===== config.mk =====
export PLATFORM = sky130hd
export DESIGN_NAME = reservoir_dispatcher
export DESIGN_NICKNAME = d
export VERILOG_FILES = /design/src/rtl/reservoir_pkg.sv /design/src/rtl/reservoir_dispatcher_shortfall_acc.sv /design/src/rtl/reservoir_dispatcher.sv
export SDC_FILE = /design/constraint.sdc
export NUM_CORES = 1
export LEC_CHECK = 0
export CORE_MARGIN = 10
export CORE_UTILIZATION = 50
export CTS_CLUSTER_DIAMETER = 120
export DETAILED_ROUTE_END_ITERATION = 7
export DONT_BUFFER_PORTS = 1
export GPL_TIMING_DRIVEN = 0
export SYNTH_ARGS = -nofsm -noshare
export SYNTH_HDL_FRONTEND = slang
export SYNTH_SLANG_ARGS = --single-unit
export TNS_END_PERCENT = 1

===== constraint.sdc =====
create_clock -name clk -period 8.21 [get_ports clk]
set_input_delay 1.642 -clock clk [delete_from_list [all_inputs] [get_ports clk]]
set_output_delay 1.642 -clock clk [all_outputs]
set_load 0.02 [all_outputs]

===== src/rtl/reservoir_pkg.sv =====
// ============================================================================
//  Package     : reservoir_pkg
//  Description : Mode encodings, default thresholds and a saturating-add
//                helper shared by the reservoir dispatcher and its benches.
//  Revision    : 1.0 - initial release
// ============================================================================
`default_nettype none

package reservoir_pkg;

  // Policy states; the numeric values are visible on the mode output.
  typedef enum logic [1:0] {
    NORMAL   = 2'd0,
    CONSERVE = 2'd1,
    DROUGHT  = 2'd2,
    SPILL    = 2'd3
  } mode_e;

  // Default thresholds.
  localparam logic [7:0] DRY_LEVEL_DEF    = 8'd8;
  localparam logic [7:0] LOW_LEVEL_DEF    = 8'd32;
  localparam logic [7:0] HYST_DEF         = 8'd8;
  localparam logic [7:0] HIGH_LEVEL_DEF   = 8'd200;
  localparam logic [7:0] SPILL_REQ_DEF    = 8'd64;
  localparam logic [7:0] PAYBACK_DEF      = 8'd8;
  localparam int         ALARM_CYCLES_DEF = 8;

  // 8-bit add that clamps at 255 instead of wrapping.
  function automatic logic [7:0] sat_add8(input logic [7:0] a, input logic [7:0] b);
    logic [8:0] sum;
    sum = {1'b0, a} + {1'b0, b};
    return sum[8] ? 8'hFF : sum[7:0];
  endfunction

endpackage : reservoir_pkg

`default_nettype wire


===== src/rtl/reservoir_dispatcher_shortfall_acc.sv =====
// ============================================================================
//  Module      : shortfall_acc
//  Description : 16-bit accumulator of unmet energy. Adds (load - electric)
//                when generation falls short, subtracts the surplus otherwise;
//                clamps at 0xFFFF and at 0.
//  Revision    : 1.0 - initial release
// ============================================================================
`default_nettype none

module shortfall_acc (
  input  logic        clk,
  input  logic        rst,
  input  logic        en,
  input  logic [7:0]  load,
  input  logic [7:0]  electric,
  output logic [15:0] shortfall
);

  logic [15:0] shortfall_q;
  logic [15:0] shortfall_d;
  logic [16:0] w_sum;
  logic [7:0]  w_deficit;
  logic [7:0]  w_surplus;

  // Next accumulator value; only one of deficit/surplus is meaningful per cycle.
  always_comb begin
    w_deficit   = load - electric;
    w_surplus   = electric - load;
    w_sum       = {1'b0, shortfall_q} + {9'd0, w_deficit};
    shortfall_d = shortfall_q;
    if (en) begin
      if (electric < load) begin
        shortfall_d = w_sum[16] ? 16'hFFFF : w_sum[15:0];
      end else if (shortfall_q < {8'd0, w_surplus}) begin
        shortfall_d = 16'd0;
      end else begin
        shortfall_d = shortfall_q - {8'd0, w_surplus};
      end
    end
  end

  // Accumulator register with asynchronous active-low clear.
  always_ff @(posedge clk or negedge rst) begin
    if (!rst) begin
      shortfall_q <= 16'd0;
    end else begin
      shortfall_q <= shortfall_d;
    end
  end

  assign shortfall = shortfall_q;

endmodule : shortfall_acc

`default_nettype wire


===== src/rtl/reservoir_dispatcher.sv =====
// ============================================================================
//  Module      : reservoir_dispatcher
//  Description : Converts grid load into a registered release request whose
//                policy (NORMAL/CONSERVE/DROUGHT/SPILL) follows the reservoir
//                level, tracks unmet energy, and flags prolonged drought.
//  Config      : RESERVOIR_DISPATCH_ALARM_EN - compiles in the drought alarm
//                counter; when undefined alarm is tied to 0.
//  Revision    : 1.0 - initial release
// ============================================================================
`default_nettype none

module reservoir_dispatcher
  import reservoir_pkg::*;
#(
  parameter logic [7:0] DRY_LEVEL    = DRY_LEVEL_DEF,
  parameter logic [7:0] LOW_LEVEL    = LOW_LEVEL_DEF,
  parameter logic [7:0] HYST         = HYST_DEF,
  parameter logic [7:0] HIGH_LEVEL   = HIGH_LEVEL_DEF,
  parameter logic [7:0] SPILL_REQ    = SPILL_REQ_DEF,
  parameter logic [7:0] PAYBACK      = PAYBACK_DEF,
  parameter int         ALARM_CYCLES = ALARM_CYCLES_DEF
) (
  input  logic        clk,
  input  logic        rst,
  input  logic [7:0]  load,
  input  logic        load_valid,
  input  logic [7:0]  now,
  input  logic [7:0]  out,
  input  logic [7:0]  electric,
  output logic [7:0]  req,
  output logic [1:0]  mode,
  output logic [15:0] shortfall,
  output logic        alarm
);

  // Level at which CONSERVE is released; 9 bits so LOW_LEVEL + HYST cannot wrap.
  localparam logic [8:0] LEAVE_LEVEL = {1'b0, LOW_LEVEL} + {1'b0, HYST};

  mode_e      mode_q;
  mode_e      mode_d;
  logic [7:0] req_q;
  logic [7:0] req_d;
  logic [7:0] w_payback;

  // The released-water feedback is observed only; it does not steer policy.
  logic unused_out;
  assign unused_out = ^out;

  // Policy next state, in priority order: drought, spill, conserve, hysteresis.
  always_comb begin
    mode_d = NORMAL;
    if (now < DRY_LEVEL) begin
      mode_d = DROUGHT;
    end else if (now > HIGH_LEVEL) begin
      mode_d = SPILL;
    end else if (now < LOW_LEVEL) begin
      mode_d = CONSERVE;
    end else if ((mode_q == CONSERVE) && ({1'b0, now} < LEAVE_LEVEL)) begin
      mode_d = CONSERVE;
    end
  end

  // Request for the state being entered; payback uses the pre-edge shortfall.
  always_comb begin
    w_payback = (shortfall != 16'd0) ? PAYBACK : 8'd0;
    req_d     = req_q;
    if (mode_d == DROUGHT) begin
      req_d = 8'd0;
    end else if (load_valid) begin
      case (mode_d)
        NORMAL:   req_d = sat_add8(load, w_payback);
        CONSERVE: req_d = load >> 1;
        SPILL:    req_d = (load < SPILL_REQ) ? SPILL_REQ : load;
        default:  req_d = 8'd0;
      endcase
    end
  end

  // Policy state and request registers.
  always_ff @(posedge clk or negedge rst) begin
    if (!rst) begin
      mode_q <= NORMAL;
      req_q  <= 8'd0;
    end else begin
      mode_q <= mode_d;
      req_q  <= req_d;
    end
  end

  assign mode = mode_q;
  assign req  = req_q;

  shortfall_acc u_shortfall_acc (
    .clk       (clk),
    .rst       (rst),
    .en        (load_valid),
    .load      (load),
    .electric  (electric),
    .shortfall (shortfall)
  );

`ifdef RESERVOIR_DISPATCH_ALARM_EN
  localparam int CNT_W = $clog2(ALARM_CYCLES + 1);
  localparam logic [CNT_W-1:0] CNT_MAX = CNT_W'(ALARM_CYCLES);

  logic [CNT_W-1:0] cnt_q;

  // Consecutive-drought counter; saturates at the alarm threshold, clears on exit.
  always_ff @(posedge clk or negedge rst) begin
    if (!rst) begin
      cnt_q <= '0;
    end else if (mode_d != DROUGHT) begin
      cnt_q <= '0;
    end else if (cnt_q != CNT_MAX) begin
      cnt_q <= cnt_q + 1'b1;
    end
  end

  assign alarm = (cnt_q == CNT_MAX);
`else
  logic [7:0] unused_alarm_cfg;
  assign unused_alarm_cfg = 8'(ALARM_CYCLES);
  assign alarm = 1'b0;
`endif

endmodule : reservoir_dispatcher

`default_nettype wire

# Yosys cells after proc, flatten, opt, wreduce, memory -nomap -nowiden
# Cells that the tools add are included.
[totals]
inputBits = 35
regBits = 26
out_inout_bits = 27
elab_cells = 36
[op_classes]
n_addsub = 5
n_reduce_logical = 4
eq_ne = 4
order_cmp = 7
muxes = 13
[ops]
columns = ["cell", "n"]
rows = [
  ["$mux 16", 3],
  ["$mux 8", 4],
  ["$pmux 8 s3", 1],
  ["$add 16x8->17", 1],
  ["$lt 16x8->1", 1],
  ["$lt 8x6->1 const B", 2],
  ["$reduce_bool 16->1", 1],
  ["$sub 16x8->16", 1],
  ["$sub 8x8->8", 2],
  ["$add 8x4->9", 1],
  ["$gt 8x8->1 const B", 1],
  ["$lt 8x4->1 const B", 1],
  ["$lt 8x7->1 const B", 1],
  ["$lt 8x8->1", 1],
  ["$eq 2x1->1 const B", 2],
  ["$eq 2x2->1 const B", 2],
  ["$mux 2", 2],
  ["$mux 4", 1],
  ["$logic_not 2->1", 1],
  ["$mux 1", 2],
  ["$reduce_bool 2->1", 1],
  ["$logic_and 1x1->1", 1],
]

# Depth between registers and ports, before layout
[logic_depth]
depth_word = 10
ltp_mapped = 18

# Modules after synthesis
# A second synthesis with hierarchy kept.
[unflattened]
cells_unflattened = 382
area_unflattened_um2 = 3154.3
[modules_own_cells]
columns = ["mod", "n_inst", "cells_each", "area_per_inst_um2", "seq_area_each_um2"]
rows = [
  ["shortfall_acc", 1, 297, 2374.8, 400.4],
  ["reservoir_dispatcher", 1, 85, 779.5, 250.2],
]

# Worst setup path after synthesis
# No wires, ideal clock.
[synth_path]
kind = "in2reg"
start = "in electric[0]"
end = "reg u_shortfall_acc.shortfall_q[13] (netlist: u_shortfall_acc.shortfall[13])"
arrival_ns = 4.861
cell_stages = 18
setup_slack_ns = 3.225
t_required_ns = 8.086
path_buffers = 1
setup_ns = 0.124
cell_sequence = "inv_1 ha_1 inv_1 fa_1 a21o_1 a21oi_1 nor2_1 o21ai_0 nand2b_1 xnor2_1 ha_1 clkbuf_1 a21o_1 a211o_1 nand2b_1 a41oi_1 mux2_2 a211o_1"
[synth_via]
elab_chain_len = 4
elab_cells_between_ends = 9
classes_between = "add/sub: 4; order compare: 2; mux: 3"
[synth_rtl]
columns = ["item", "line_no", "rtl"]
rows = [
  ["start: declaration", "reservoir_dispatcher.sv:29", "input logic [7:0] electric,"],
  ["$sub 8x8->8, on equally long branches", "reservoir_dispatcher_shortfall_acc.sv:28, reservoir_dispatcher_shortfall_acc.sv:27", ""],
  ["$sub 16x8->16, or another cell as far along", "reservoir_dispatcher_shortfall_acc.sv:37", "shortfall_d = shortfall_q - {8'd0, w_surplus};"],
  ["$mux 16, on equally long branches", "reservoir_dispatcher_shortfall_acc.sv:34, reservoir_dispatcher_shortfall_acc.sv:33", ""],
  ["$mux 16 (*)", "reservoir_dispatcher_shortfall_acc.sv:32", "if (electric < load) begin"],
  ["end signal: assignment", "reservoir_dispatcher_shortfall_acc.sv:47", "shortfall_q <= shortfall_d;"],
  ["end: declaration", "reservoir_dispatcher_shortfall_acc.sv:19", "logic [15:0] shortfall_q;"],
]
# Every way passes the cells marked *; elsewhere a longest branch is shown, timed or not.
# A chain may end at the register's enable or synchronous reset.

# Worst setup path after layout
# Ends and elaborated chain as after synthesis.

==> reports/qor.txt <==
Status = finished, final reports clean
# Max-Cap Violations = 0
Routed Antenna Nets = 0
Critical Path Sink Type = register
R2R depth = 8
Reg2reg setup slack = 4.97 ns
Critical Path RT = 8.39 ns
# clock sinks = 26
Yosys top cell by area = dfrtp_1
Unrepaired setup endpoints after global routing = false
Largest net degree at the start of global routing = 27
Num ports = 62
Crit Path Class = in2reg
Syn Inst Count = 392
Warnings from Yosys = 0
Main area contributors after synthesis = dfrtp_1 21%, ha_1 14%, a21oi_1 5.8%, o21ai_0 4.5%, xnor2_1 4.2%
Post-layout util = 54.5%
Average vias per placed instance = 6.22
Hold Crit Start = req[0]
Reg2reg end = u_shortfall_acc.shortfall[9]
Chip Width = 99.0 µm
DRC viols = 0
Worst Clk Skew = 0.00499 ns
Crit path max-delay cell type = fa_1
Stages on the worst setup path = 18
Max incr delay on CP = 0.42 ns
First drt pass iteration count = 5
Tcrit/Tclk final = 60.4%
Core area = 5990 µm²
Clk buf depth = 2
Initial core utilization = 52.0%
Post-Synth Adder-Cell Area = 16.2%
Hold Fails Final Rpt = 0
Routed WL per cell = 18.7 µm
Largest family of logic cells by synthesized area = compound AO/OA/AOI/OAI gates
Crit-path cells = inv_1, ha_1, inv_1, fa_1, a21o_1, a21oi_1, nor2_1, o21ai_0, nand2b_1, xnor2_1, ha_1, clkbuf_1, a21o_1, a211o_1, nand2b_1, a41oi_1, mux2_2, a211o_1
Inserted Diodes = 0
Top-area cell type share of the netlist area = 20.9%
Postcts setup bufs = 0
Final net count = 470
CP Buf/Inv Count = 3
Worst-margin pin slew = 0.779 ns
Grt ovf = 0
CTS HTree Levels = 1
Max Slew Vio Count = 0
Area of the multi-input gates = 2270 µm²
Mapped Area = 3120 µm²
Synth async-reset ratio = 100%
Initial antenna violation count = 0
TritonCTS clock tree = done
Lkg Pwr = 1.45 nW
Worst vdd ir = 0.000166 V
Hold Crit Class = reg2reg
Most common cell in the netlist = a21oi_1
WHS Path Cells = 2
Hold buffers post-CTS = 0
Most frequent cells after synthesis = 36 x a21oi_1, 34 x ha_1, 29 x inv_1
Starting DRT DRC Count = 205
Clock Latency Late Sink = 0.28 ns
Post-synthesis sequential area ratio = 20.9%
Setup_tns = 0 ns
Register area = 651 µm²
Number of synthesized flops with an enable pin = 0
Vias in the first global route = 2760
PD cells = 313 nW/µm²
Tot GR Track Use = 17.0%
First-pass GRT wire length = 14.1 mm
Mux share of post-synthesis cell area = 1.36%
Fmax = 202 MHz
Top Family by Delay on Critical Path = compound AO/OA/AOI/OAI gates
CP startpoint kind = input port
Cell at the root of the clock tree = clkbuf_8
Share of cells above drive strength 1 = 3.54%
Synth unique cells = 61
Launch point of the worst reg-to-reg path = u_shortfall_acc.shortfall[0]
Clock transition at path regs = 0.10 ns
Synth-to-layout area growth = 4.78%
Simple-gate portion of the synthesized area = 17.1%
Compound-cell area share of the yosys netlist = 31.5%
Row count = 28
Synth Net Count = 465
Synthesized flop and latch total = 26
Die area = 9800 µm²
Top_reg_cell synth = dfrtp_1
Crit path max fanout = 8
Via count = 2928
Max transition margin = 47.4%
Critical path launch point = electric[0]
Critical Path AT = 5.13 ns
Xor/xnor share of the synthesized area = 6.46%
Die Height = 99.0 µm
Placer congestion estimate = 0.947
Layout fillers = 578
Period minus WS final = 4.96 ns
Routed WL = 8.79 mm
Total CTS buffers = 3
PortBufs = 0
Worst Hold Path EP = req[0]
Hpwl dp = 6.89 mm
Total Power = 1.02 mW
Mean Syn Cell Area = 7.95 µm²
Setup violations, final = 0
Post-CTS Resized = 0
[worst min-delay path: cells and delay by family (launching register included)]
| family | cells | cell delay (ns) |
|---|---|---|
| flops | 1 | 0.47 |
| compound gates | 2 | 0.22 |
[cells by family after synthesis]
kind of cell | Yosys count
buffers and inverters | 50
adders and majority gates | 38
muxes | 4
DFF | 26
other | 1
xor gates and xnor gates | 23
AOI/OAI and AO/OA | 148
and+or+nand+nor | 102
[routing by layer]
layer  global-route usage, %  part of all wire (%)
met1                    22.3                    45
met2                    27.6                    47
met3                    4.12                   7.0
met4                    3.75                  0.84
met5                       0                     0
[area by class of cell]
cell class,count,share of cell area (%)
inverters,29,3.33
plain buffers,21,2.76
multi-input cells,316,69.4
well taps,75,2.87
flip-flops and latches,26,19.9
clock buffers,4,1.69
[report_power, final]
part	total (mW)	internal [mW]	switching (mW)	leakage (nW)
Combinational	0.637	0.266	0.370	1.11
Sequential	0.296	0.169	0.126	0.310
Clock	0.0906	0.0431	0.0474	0.0288
[how the worst max path moves through the flow]
stage          slack (ns)                            end
3_5_place_dp         2.96  u_shortfall_acc.shortfall[13]
5_1_grt              3.03  u_shortfall_acc.shortfall[11]
4_1_cts              3.24  u_shortfall_acc.shortfall[13]
3_3_place_gp         2.97  u_shortfall_acc.shortfall[13]
2_1_floorplan        3.23  u_shortfall_acc.shortfall[13]
6_report             3.25  u_shortfall_acc.shortfall[13]
[cells in the final DEF (no fill, tap or decap), types with 4 or more instances in the layout]
cell type,synthesis,final
clkbuf_8,0,4
dfrtp_1,26,26
ha_1,34,34
o21ai_0,28,28
clkbuf_1,19,19
o31ai_1,6,6
nand2b_1,7,7
nor4_1,5,5
a21oi_1,36,36
a22oi_1,4,4
o21a_1,6,6
a21o_1,16,16
nor3_1,11,11
o211ai_1,5,5
xnor2_1,15,15
a31oi_1,10,10
nand3_1,10,10
fa_1,4,4
xor2_1,8,8
nand2_1,28,28
nor2_1,19,19
inv_1,29,29
nor2b_1,4,4
[state kept, by name, indices dropped and copies added, names as in the netlist]
name / flops
mode: 2
req: 8
u_shortfall_acc.shortfall: 16
[through the flow]
stage	hold slack, ns	instance area (µm²)	worst slack (ns)	instances
floorplan	0.654	3120	3.23	392
global placement	0.703	3210	2.97	467
detailed placement	0.705	3210	2.96	467
CTS	0.727	3270	3.24	471
global route	0.764	3270	3.03	471
finish	0.718	3270	3.25	471
No activity file was read; power rests on OpenSTA's default activity.
